File: config.mk
export PLATFORM = sky130hd
export DESIGN_NAME = lifo_rr_arbiter
export DESIGN_NICKNAME = d
export VERILOG_FILES = /design/src/rtl/lifo_arb_pkg.sv /design/src/rtl/lifo_rr_arbiter_rr_picker.sv /design/src/rtl/lifo_rr_arbiter.sv
export SDC_FILE = /design/constraint.sdc
export NUM_CORES = 1
export LEC_CHECK = 0
export CORE_MARGIN = 2
export CORE_UTILIZATION = 30
export CTS_BUF_LIST = sky130_fd_sc_hd__clkbuf_8
export DETAILED_ROUTE_END_ITERATION = 10
export HOLD_SLACK_MARGIN = 0.03
export MAX_ROUTING_LAYER = met4
export PLACE_DENSITY = 0.64
export SKIP_CTS_REPAIR_TIMING = 1
export SLEW_MARGIN = 25
export SYNTH_ARGS = -nofsm -noshare
export SYNTH_HDL_FRONTEND = slang
export SYNTH_SLANG_ARGS = --single-unit
File: constraint.sdc
create_clock -name clk -period 2.1 [get_ports clk]
set_input_delay 0.42 -clock clk [delete_from_list [all_inputs] [get_ports clk]]
set_output_delay 0.42 -clock clk [all_outputs]
set_load 0.01 [all_outputs]
File: src/rtl/lifo_arb_pkg.sv
// Shared types and constants for the LIFO round-robin arbiter.
// Latency: n/a (declarations only).
// Backpressure: n/a (declarations only).
package lifo_arb_pkg;

    // One granted op walks ARB -> ISSUE -> RESP and back to ARB.
    typedef enum logic [1:0] {
        ARB   = 2'd0,
        ISSUE = 2'd1,
        RESP  = 2'd2
    } arb_state_t;

    // Per-requester op encoding on the op[] inputs.
    localparam logic OP_POP  = 1'b0;
    localparam logic OP_PUSH = 1'b1;

endpackage

File: src/rtl/lifo_rr_arbiter_rr_picker.sv
// Round-robin picker: first asserted req scanning rr_ptr, rr_ptr+1, ... (mod N_REQ).
// Latency: purely combinational, zero cycles.
// Backpressure: none; valid is low when no request is pending.
module rr_picker #(
    parameter int N_REQ = 4,
    parameter int IW    = (N_REQ > 1) ? $clog2(N_REQ) : 1
) (
    input  logic [N_REQ-1:0] req,
    input  logic [IW-1:0]    rr_ptr,
    output logic             valid,
    output logic [IW-1:0]    idx
);

    // Scan offsets from farthest to nearest so the nearest hit overwrites the others.
    always_comb begin
        logic [IW-1:0] w_cand;
        valid  = 1'b0;
        idx    = '0;
        w_cand = '0;
        for (int k = N_REQ - 1; k >= 0; k--) begin
            w_cand = IW'((int'(rr_ptr) + k) % N_REQ);
            if (req[w_cand]) begin
                valid = 1'b1;
                idx   = w_cand;
            end
        end
    end

endmodule

File: src/rtl/lifo_rr_arbiter.sv
// Round-robin arbiter sharing one LIFO between N_REQ requesters, one op at a time.
// Latency: req seen in ARB cycle T -> LIFO pin op in T+1 -> ack/err/rdata in T+2.
// Backpressure: requesters hold req until ack/err; req is ignored outside ARB.
module lifo_rr_arbiter
    import lifo_arb_pkg::*;
#(
    parameter int N_REQ = 4,
    parameter int DW    = 8
) (
    input  logic                clk,
    input  logic                reset,
    input  logic [N_REQ-1:0]    req,
    input  logic [N_REQ-1:0]    op,
    input  logic [N_REQ*DW-1:0] wdata,
    output logic [N_REQ-1:0]    ack,
    output logic [N_REQ-1:0]    err,
    output logic [DW-1:0]       rdata,
    output logic                rdata_valid,
    output logic                lifo_push,
    output logic                lifo_pop,
    output logic [DW-1:0]       lifo_din,
    input  logic [DW-1:0]       lifo_dout,
    input  logic                lifo_full,
    input  logic                lifo_empty
);

    localparam int IW = (N_REQ > 1) ? $clog2(N_REQ) : 1;

    arb_state_t        r_state;
    arb_state_t        w_state_nxt;

    logic [IW-1:0]     r_rr_ptr;
    logic [IW-1:0]     r_gnt_idx;
    logic              r_gnt_op;
    logic [DW-1:0]     r_gnt_data;

    logic [N_REQ-1:0]  r_ack;
    logic [N_REQ-1:0]  r_err;
    logic [DW-1:0]     r_rdata;
    logic              r_rdata_valid;
    logic              r_lifo_push;
    logic              r_lifo_pop;
    logic [DW-1:0]     r_lifo_din;

    logic              w_pick_vld;
    logic [IW-1:0]     w_pick_idx;
    logic [DW-1:0]     w_wdata_arr [N_REQ];
    logic              w_sel_push;
    logic              w_sel_pop;
    logic              w_issue_ok;
    logic              w_gnt_is_pop;
    logic [N_REQ-1:0]  w_gnt_onehot;

    // Unpack the flat write-data bus into one lane per requester.
    for (genvar g = 0; g < N_REQ; g++) begin : g_wdata
        assign w_wdata_arr[g] = wdata[g*DW +: DW];
    end

    rr_picker #(
        .N_REQ (N_REQ),
        .IW    (IW)
    ) u_picker (
        .req    (req),
        .rr_ptr (r_rr_ptr),
        .valid  (w_pick_vld),
        .idx    (w_pick_idx)
    );

    assign w_sel_push   = (op[w_pick_idx] == OP_PUSH);
    assign w_sel_pop    = (op[w_pick_idx] == OP_POP);
    assign w_gnt_is_pop = (r_gnt_op == OP_POP);
    // Outcome is judged on the full/empty flags seen during ISSUE.
    assign w_issue_ok   = w_gnt_is_pop ? !lifo_empty : !lifo_full;
    assign w_gnt_onehot = N_REQ'(1) << r_gnt_idx;

    // State register.
    always_ff @(posedge clk or posedge reset) begin
        if (reset) begin
            r_state <= ARB;
        end else begin
            r_state <= w_state_nxt;
        end
    end

    // Next-state: wait in ARB for a request, then one cycle each of ISSUE and RESP.
    always_comb begin
        w_state_nxt = r_state;
        case (r_state)
            ARB:     if (w_pick_vld) w_state_nxt = ISSUE;
            ISSUE:   w_state_nxt = RESP;
            RESP:    w_state_nxt = ARB;
            default: w_state_nxt = ARB;
        endcase
    end

    // Capture the winner's index, op and data when leaving ARB.
    always_ff @(posedge clk or posedge reset) begin
        if (reset) begin
            r_gnt_idx  <= '0;
            r_gnt_op   <= OP_POP;
            r_gnt_data <= '0;
        end else if (r_state == ARB && w_pick_vld) begin
            r_gnt_idx  <= w_pick_idx;
            r_gnt_op   <= op[w_pick_idx];
            r_gnt_data <= w_wdata_arr[w_pick_idx];
        end
    end

    // Registered LIFO pins, high only for the ISSUE cycle. The LIFO only changes
    // on our own pins, which are low in ARB, so full/empty seen in ARB equal the
    // values present during ISSUE and the refused cases never pulse a pin.
    always_ff @(posedge clk or posedge reset) begin
        if (reset) begin
            r_lifo_push <= 1'b0;
            r_lifo_pop  <= 1'b0;
            r_lifo_din  <= '0;
        end else begin
            r_lifo_push <= 1'b0;
            r_lifo_pop  <= 1'b0;
            r_lifo_din  <= '0;
            if (r_state == ARB && w_pick_vld) begin
                if (w_sel_push && !lifo_full) begin
                    r_lifo_push <= 1'b1;
                    r_lifo_din  <= w_wdata_arr[w_pick_idx];
                end
                if (w_sel_pop && !lifo_empty) begin
                    r_lifo_pop <= 1'b1;
                end
            end
        end
    end

    // Response pulses, pop data capture and round-robin pointer advance at end of ISSUE.
    always_ff @(posedge clk or posedge reset) begin
        if (reset) begin
            r_ack         <= '0;
            r_err         <= '0;
            r_rdata_valid <= 1'b0;
            r_rdata       <= '0;
            r_rr_ptr      <= '0;
        end else begin
            r_ack         <= '0;
            r_err         <= '0;
            r_rdata_valid <= 1'b0;
            if (r_state == ISSUE) begin
                r_ack         <= w_issue_ok ? w_gnt_onehot : '0;
                r_err         <= w_issue_ok ? '0 : w_gnt_onehot;
                r_rdata_valid <= w_issue_ok && w_gnt_is_pop;
                if (w_issue_ok && w_gnt_is_pop) begin
                    r_rdata <= lifo_dout;
                end
                // Pointer moves past the winner even when its op was refused.
                r_rr_ptr <= (r_gnt_idx == IW'(N_REQ - 1)) ? '0 : r_gnt_idx + IW'(1);
            end
        end
    end

    assign ack         = r_ack;
    assign err         = r_err;
    assign rdata       = r_rdata;
    assign rdata_valid = r_rdata_valid;
    assign lifo_push   = r_lifo_push;
    assign lifo_pop    = r_lifo_pop;
    assign lifo_din    = r_lifo_din;

endmodule

### Word level (Yosys, flattened, before mapping)

Cells that the tools add are included.

| storage, ports and cells | value |
|---|---|
| register bits | 34 |
| output and inout port bits | 27 |
| input bits | 52 |
| word-level logic and storage cells | 72 |

| cells by class | value |
|---|---|
| magnitude comparators | 6 |
| shift operators | 1 |
| bitwise gates (word level) | 3 |
| $add $sub $neg | 4 |
| eq/ne operators | 3 |
| reductions and logical operators | 8 |
| multiplexer cells | 36 |

Operators by type and width:

| cell | number |
|---|---|
| $mux W8 | 4 |
| $bmux W8 S2 | 1 |
| $mux W4 | 4 |
| $lt A2 B3 Y1 const B | 5 |
| $mux W1 | 15 |
| $mux W2 | 6 |
| $bmux W1 S2 | 5 |
| $add A2 B1 Y2 const B | 2 |
| $add A2 B2 Y2 const B | 2 |
| $logic_and A1 B1 Y1 | 4 |
| $pmux W2 S2 | 1 |
| $shl A1 B2 Y4 const A | 1 |
| $ge A3 B3 Y1 const B | 1 |
| $not A2 Y3 | 1 |
| $eq A2 B1 Y1 const B | 1 |
| $eq A2 B2 Y1 const B | 1 |
| $logic_not A1 Y1 | 2 |
| $logic_not A2 Y1 | 1 |
| $ne A2 B2 Y1 const B | 1 |
| $not A1 Y1 | 2 |
| $reduce_and A2 Y1 | 1 |

### Depth between registers and ports, before layout

| logic depth | value |
|---|---|
| depth after elaboration | 13 |
| mapped depth | 8 |
| gate-level depth less buffers | 6 |

### Cells and area by module

Synthesis repeated with hierarchy kept, for this count alone.

| second synthesis, totals | value |
|---|---|
| cell total of the unflattened synthesis | 136 |
| area, all modules | 1621.6 µm² |

By module, submodules not included:

| module | area each (µm²) | seq. area each (µm²) | times used | cells an instance |
|---|---|---|---|---|
| lifo_rr_arbiter | 1544.0 | 850.8 | 1 | 123 |
| rr_picker | 77.6 | 0.0 | 1 | 13 |

### Worst setup path after synthesis

No wires, ideal clock.

| timing path | value |
|---|---|
| path type | register to register |
| start | register r_rr_ptr[1] |
| end | register r_gnt_op |
| slack | 0.386 ns |
| path buffers | 2 |
| required time | 1.969 ns |
| setup time | 0.131 ns |
| arrival time | 1.583 ns |
| period minus slack after synthesis | 1.714 ns |
| stages on the path, launching flop included | 8 |
| path through | dfrtp_1 mux2i_1 a211oi_2 buf_6 mux2i_1 o22a_1 buf_6 o21ai_1 |

| between the ends | value |
|---|---|
| word-level cells in the longest chain between the ends | 9 |
| elaborated cells between the ends (all ways) | 22 |
| classes of those cells | 3 x add/sub; 18 x mux; 1 x reduce/logical |

Ends and longest elaborated chain:

| item | line | RTL |
|---|---|---|
| start: declaration | lifo_rr_arbiter.sv:32 | `logic [IW-1:0] r_rr_ptr;` |
| start signal: assignment | lifo_rr_arbiter.sv:153 | `r_rr_ptr <= (r_gnt_idx == IW'(N_REQ - 1)) ? '0 : r_gnt_idx + IW'(1);` |
| $add A2 B2 Y2 | lifo_rr_arbiter_rr_picker.sv:21 | `w_cand = IW'((int'(rr_ptr) + k) % N_REQ);` |
| $bmux W1 S2 | lifo_rr_arbiter_rr_picker.sv:22 | `if (req[w_cand]) begin` |
| $mux W1 (not written as such) | lifo_rr_arbiter_rr_picker.sv:22 |  |
| $mux W2 (4 in series) | lifo_rr_arbiter_rr_picker.sv:22 |  |
| $bmux W1 S2 | lifo_rr_arbiter.sv:104 | `r_gnt_op <= op[w_pick_idx];` |
| $mux W1 (not written as such) | lifo_rr_arbiter.sv:104 |  |
| end signal: assignment | lifo_rr_arbiter.sv:104 |  |
| end: declaration | lifo_rr_arbiter.sv:34 | `logic r_gnt_op;` |

Several ways; a longest one is shown, not always the timed one. The select of a mux whose other input is x is not followed.
A chain may end at the register's enable or synchronous reset.

### Worst setup path after layout

| timing path | value |
|---|---|
| start | input port req[0] |
| end | register r_lifo_din[6], in the netlist lifo_din[6] |

| between the ends | value |
|---|---|
| word-level cells in the longest chain between the ends | 12 |
| elaborated cells between the ends (all ways) | 26 |
| classes of those cells | 23 x mux; 1 x bitwise; 2 x reduce/logical |

Ends and longest elaborated chain:

| item | line | RTL |
|---|---|---|
| start: declaration | lifo_rr_arbiter.sv:12 | `input logic [N_REQ-1:0] req,` |
| $bmux W1 S2 | lifo_rr_arbiter_rr_picker.sv:22 |  |
| $mux W1 (not written as such) | lifo_rr_arbiter_rr_picker.sv:22 |  |
| $mux W2 (4 in series) | lifo_rr_arbiter_rr_picker.sv:22 |  |
| $not A2 Y3 (not written as such) | lifo_rr_arbiter.sv:124 | `r_lifo_din <= w_wdata_arr[w_pick_idx];` |
| $bmux W8 S2 | lifo_rr_arbiter.sv:124 |  |
| $mux W8 (not written as such) (2 in series) | lifo_rr_arbiter.sv:124 |  |
| $mux W8 | lifo_rr_arbiter.sv:122 | `if (w_sel_push && !lifo_full) begin` |
| $mux W8 * | lifo_rr_arbiter.sv:121 | `if (r_state == ARB && w_pick_vld) begin` |
| end signal: assignment | lifo_rr_arbiter.sv:124 |  |
| end: declaration | lifo_rr_arbiter.sv:43 | `logic [DW-1:0] r_lifo_din;` |

Every way passes the cells marked *; elsewhere a longest branch is shown, timed or not. The select of a mux whose other input is x is not followed.

==> results.yml <==
outcome:
  outcome: "finished clean"
sta:
  fmax_mhz: 508
  fin_ws_ns: 0.130
  slew_headroom: 0.720
  rsz0062_at_grt: "no"
  setup_viol: 0
  post-route-min-period_ns: 1.97
  skew_ns: 0.00640
  tightest_slew_ns: 0.420
  slew_viol_final: 0
  whs_ns: 0.507
  fin_crit_sh: 0.938
  hold_viol_final: 0
setup_path:
  r2r-start: "r_rr_ptr[1]$_DFFE_PP0P_"
  r2r-end: "lifo_din[6]$_DFF_PP0_"
  crit_family: "buffers and inverters"
  cp.arrival_ns: 2.13
  cp.required_ns: 2.26
  startpoint_type: "input port"
  cp-end-kind: "flop"
  cp_slowest_cell: "clkdlybuf4s50_1"
  reg2reg_setup_slack_ns: 0.30
  slowest_delay_ns: 0.46
  path_cells: "clkdlybuf4s50_1 > nor3b_1 > a211oi_2 > mux2i_1 > o22a_1 > buf_4 > nor3_2"
  crit_type: "in -> reg"
  path_buf_inv: 2
  rr_worst_depth: 7
  crit_fanout: 6
global_routing:
  grt_pass1_wl_um: 6020
  antenna_found_initial: 0
  grt_usage: 0.128
  grt_max_degree: 35
  grt_pass1_vias: 1310
  gr-total-overflow: 0
layout:
  layout_commonest_cell: "clkdlybuf4s50_1"
  fin_area_um2: 2680
  final_cell_mix: "clkdlybuf4s50_1, dfrtp_1, mux2i_1"
  nets: 280
  num_antenna_cells: 0
  fillers: 538
  synthToLayoutAreaGrowth_pct: 62.2
  drive_gt1_frac: 0.213
hold_path:
  hp-start: "rdata[6]$_DFFE_PP0P_"
  hp-class: "reg -> reg"
  hold_depth: 1
  holdPathEnd: "rdata[6]$_DFFE_PP0P_"
logic_synthesis:
  synth-seq-cells: 34
  syn_area_per_cell_um2: 12.4
  syn-cell-area_um2: 1650
  synth_fp_nets: 189
  syn_inst: 133
  yosys_warnings: 0
  yosysUniqueCellTypes: 22
  yosysSeqAreaShare: 0.516
detailed_routing:
  wirelength_um: 3580
  dr.first_iter.drc_count: 38
  wl_per_cell_um: 12.1
  ant_nets: 0
  drt_pass1_iterations: 4
  route.detailed.drc: 0
  viasPerCell: 4.44
  vias: 1320
place:
  post-place-ws_ns: -0.188
  routabilityCongestion: 0.713
  portBuffers: 78
  post-dp-hpwl_um: 2740
  dpl_cell_area_um2: 2580
die:
  dieArea_um2: 6110
  initial_core_util: 0.305
  core_area_um2: 5410
  placementRows: 27
  die_w_um: 78.2
  die_height_um: 78.2
  io_pins: 79
cts:
  cts_tree: "built"
  cts_buffer_depth: 2
  clock-sinks: 34
  htreeDepth: 2
  cts_buffers: 5
  path_clk_slew_ns: 0.07
  cts-root-buf: "clkbuf_8"
  clk_latency_ns: 0.28
pwr:
  p_leak_nw: 1.16
  vdd_drop_max_mv: 0.464
  power_density_nw_per_um2: 1070
flow_run:
  max_cap_viol_count: 0
state kept, by name, indices dropped and copies added (netlist names):
register	cells
lifo_din	8
r_rr_ptr	2
r_gnt_op	1
ack	4
lifo_push	1
err	4
r_state	2
rdata	8
r_gnt_idx	2
rdata_valid	1
lifo_pop	1
cell type report:
| type | instances | area (µm²) | share of cell area |
|---|---|---|---|
| Inverter | 6 | 22.5 | 0.00842 |
| Sequential cell | 34 | 851 | 0.318 |
| Timing Repair Buffer | 89 | 876 | 0.327 |
| Clock buffer | 6 | 82.6 | 0.0309 |
| Clock inverter | 2 | 12.5 | 0.00468 |
| Tap cell | 72 | 90.1 | 0.0337 |
| Multi-Input combinational cell | 88 | 742 | 0.277 |
where the power goes:
part	total [mW]	switching, mW	internal, mW
Combinational	1.38	0.587	0.791
Sequential	0.977	0.114	0.863
Clock	0.496	0.233	0.263
how the worst max path moves through the flow:
stage	depth (start not counted)	start	end
floorplan	7	r_rr_ptr[1]$_DFFE_PP0P_	r_gnt_op$_DFFE_PP0P_
global placement	8	req[1]	lifo_din[5]$_DFF_PP0_
detailed placement	7	req[0]	lifo_din[6]$_DFF_PP0_
CTS	7	req[0]	lifo_din[6]$_DFF_PP0_
global route	7	req[0]	lifo_din[4]$_DFF_PP0_
finish	7	req[0]	lifo_din[6]$_DFF_PP0_
routing by layer:
layer / global-route usage / up-vias / part of all wire
li1: - / 643 / -
met4: 0.0263 / 0 / 0.0070
met5: - / - / 0
met1: 0.157 / 629 / 0.42
met3: 0.0552 / 4 / 0.076
met2: 0.197 / 44 / 0.50
logic make-up (layout without fill, tap and decap cells):
| family | after synthesis | after routing | share of synthesized area |
|---|---|---|---|
| simple gates | 36 | 36 | 0.133 |
| mux | 38 | 38 | 0.243 |
| flops | 34 | 34 | 0.516 |
| buf+inv | 11 | 103 | 0.0387 |
| compound gates | 10 | 10 | 0.0394 |
| fa+ha+maj | 4 | 4 | 0.0303 |
metrics by stage:
stage	total power, mW	utilization	std cells	setup TNS (ns)
detailed placement	2.38	0.478	289	-1.72
finish	2.85	0.495	297	0
CTS	2.90	0.495	297	0
floorplan	1.78	-	133	0
global route	3.06	0.495	297	0
global placement	2.37	0.478	289	-0.896
worst reg2reg max path, delay by kind of cell (launching register included):
kind | cells | cell delay, ns
simple gates | 2 | 0.18
mux | 1 | 0.29
buf+inv | 1 | 0.17
compound gates | 3 | 0.62
flops | 1 | 0.45
cells in the mapped netlist (all sizes together):
cell type / count / share of area
mux2: 17 / 0.12
nor4: 1 / 0.0038
a2bb2oi: 1 / 0.0053
nand2: 10 / 0.023
ha: 4 / 0.030
or3: 1 / 0.0038
nand3b: 1 / 0.0046
a21oi: 3 / 0.0091
clkbuf: 1 / 0.0023
buf: 4 / 0.023
o22a: 1 / 0.0053
dfrtp: 34 / 0.52
nand2b: 2 / 0.0076
mux2i: 21 / 0.13
o21ai: 4 / 0.012
nor3: 10 / 0.061
inv: 6 / 0.014
a211oi: 1 / 0.0076
nor3b: 2 / 0.0091
nor2: 9 / 0.020
Note: power is estimated with default switching activity, not from simulation.
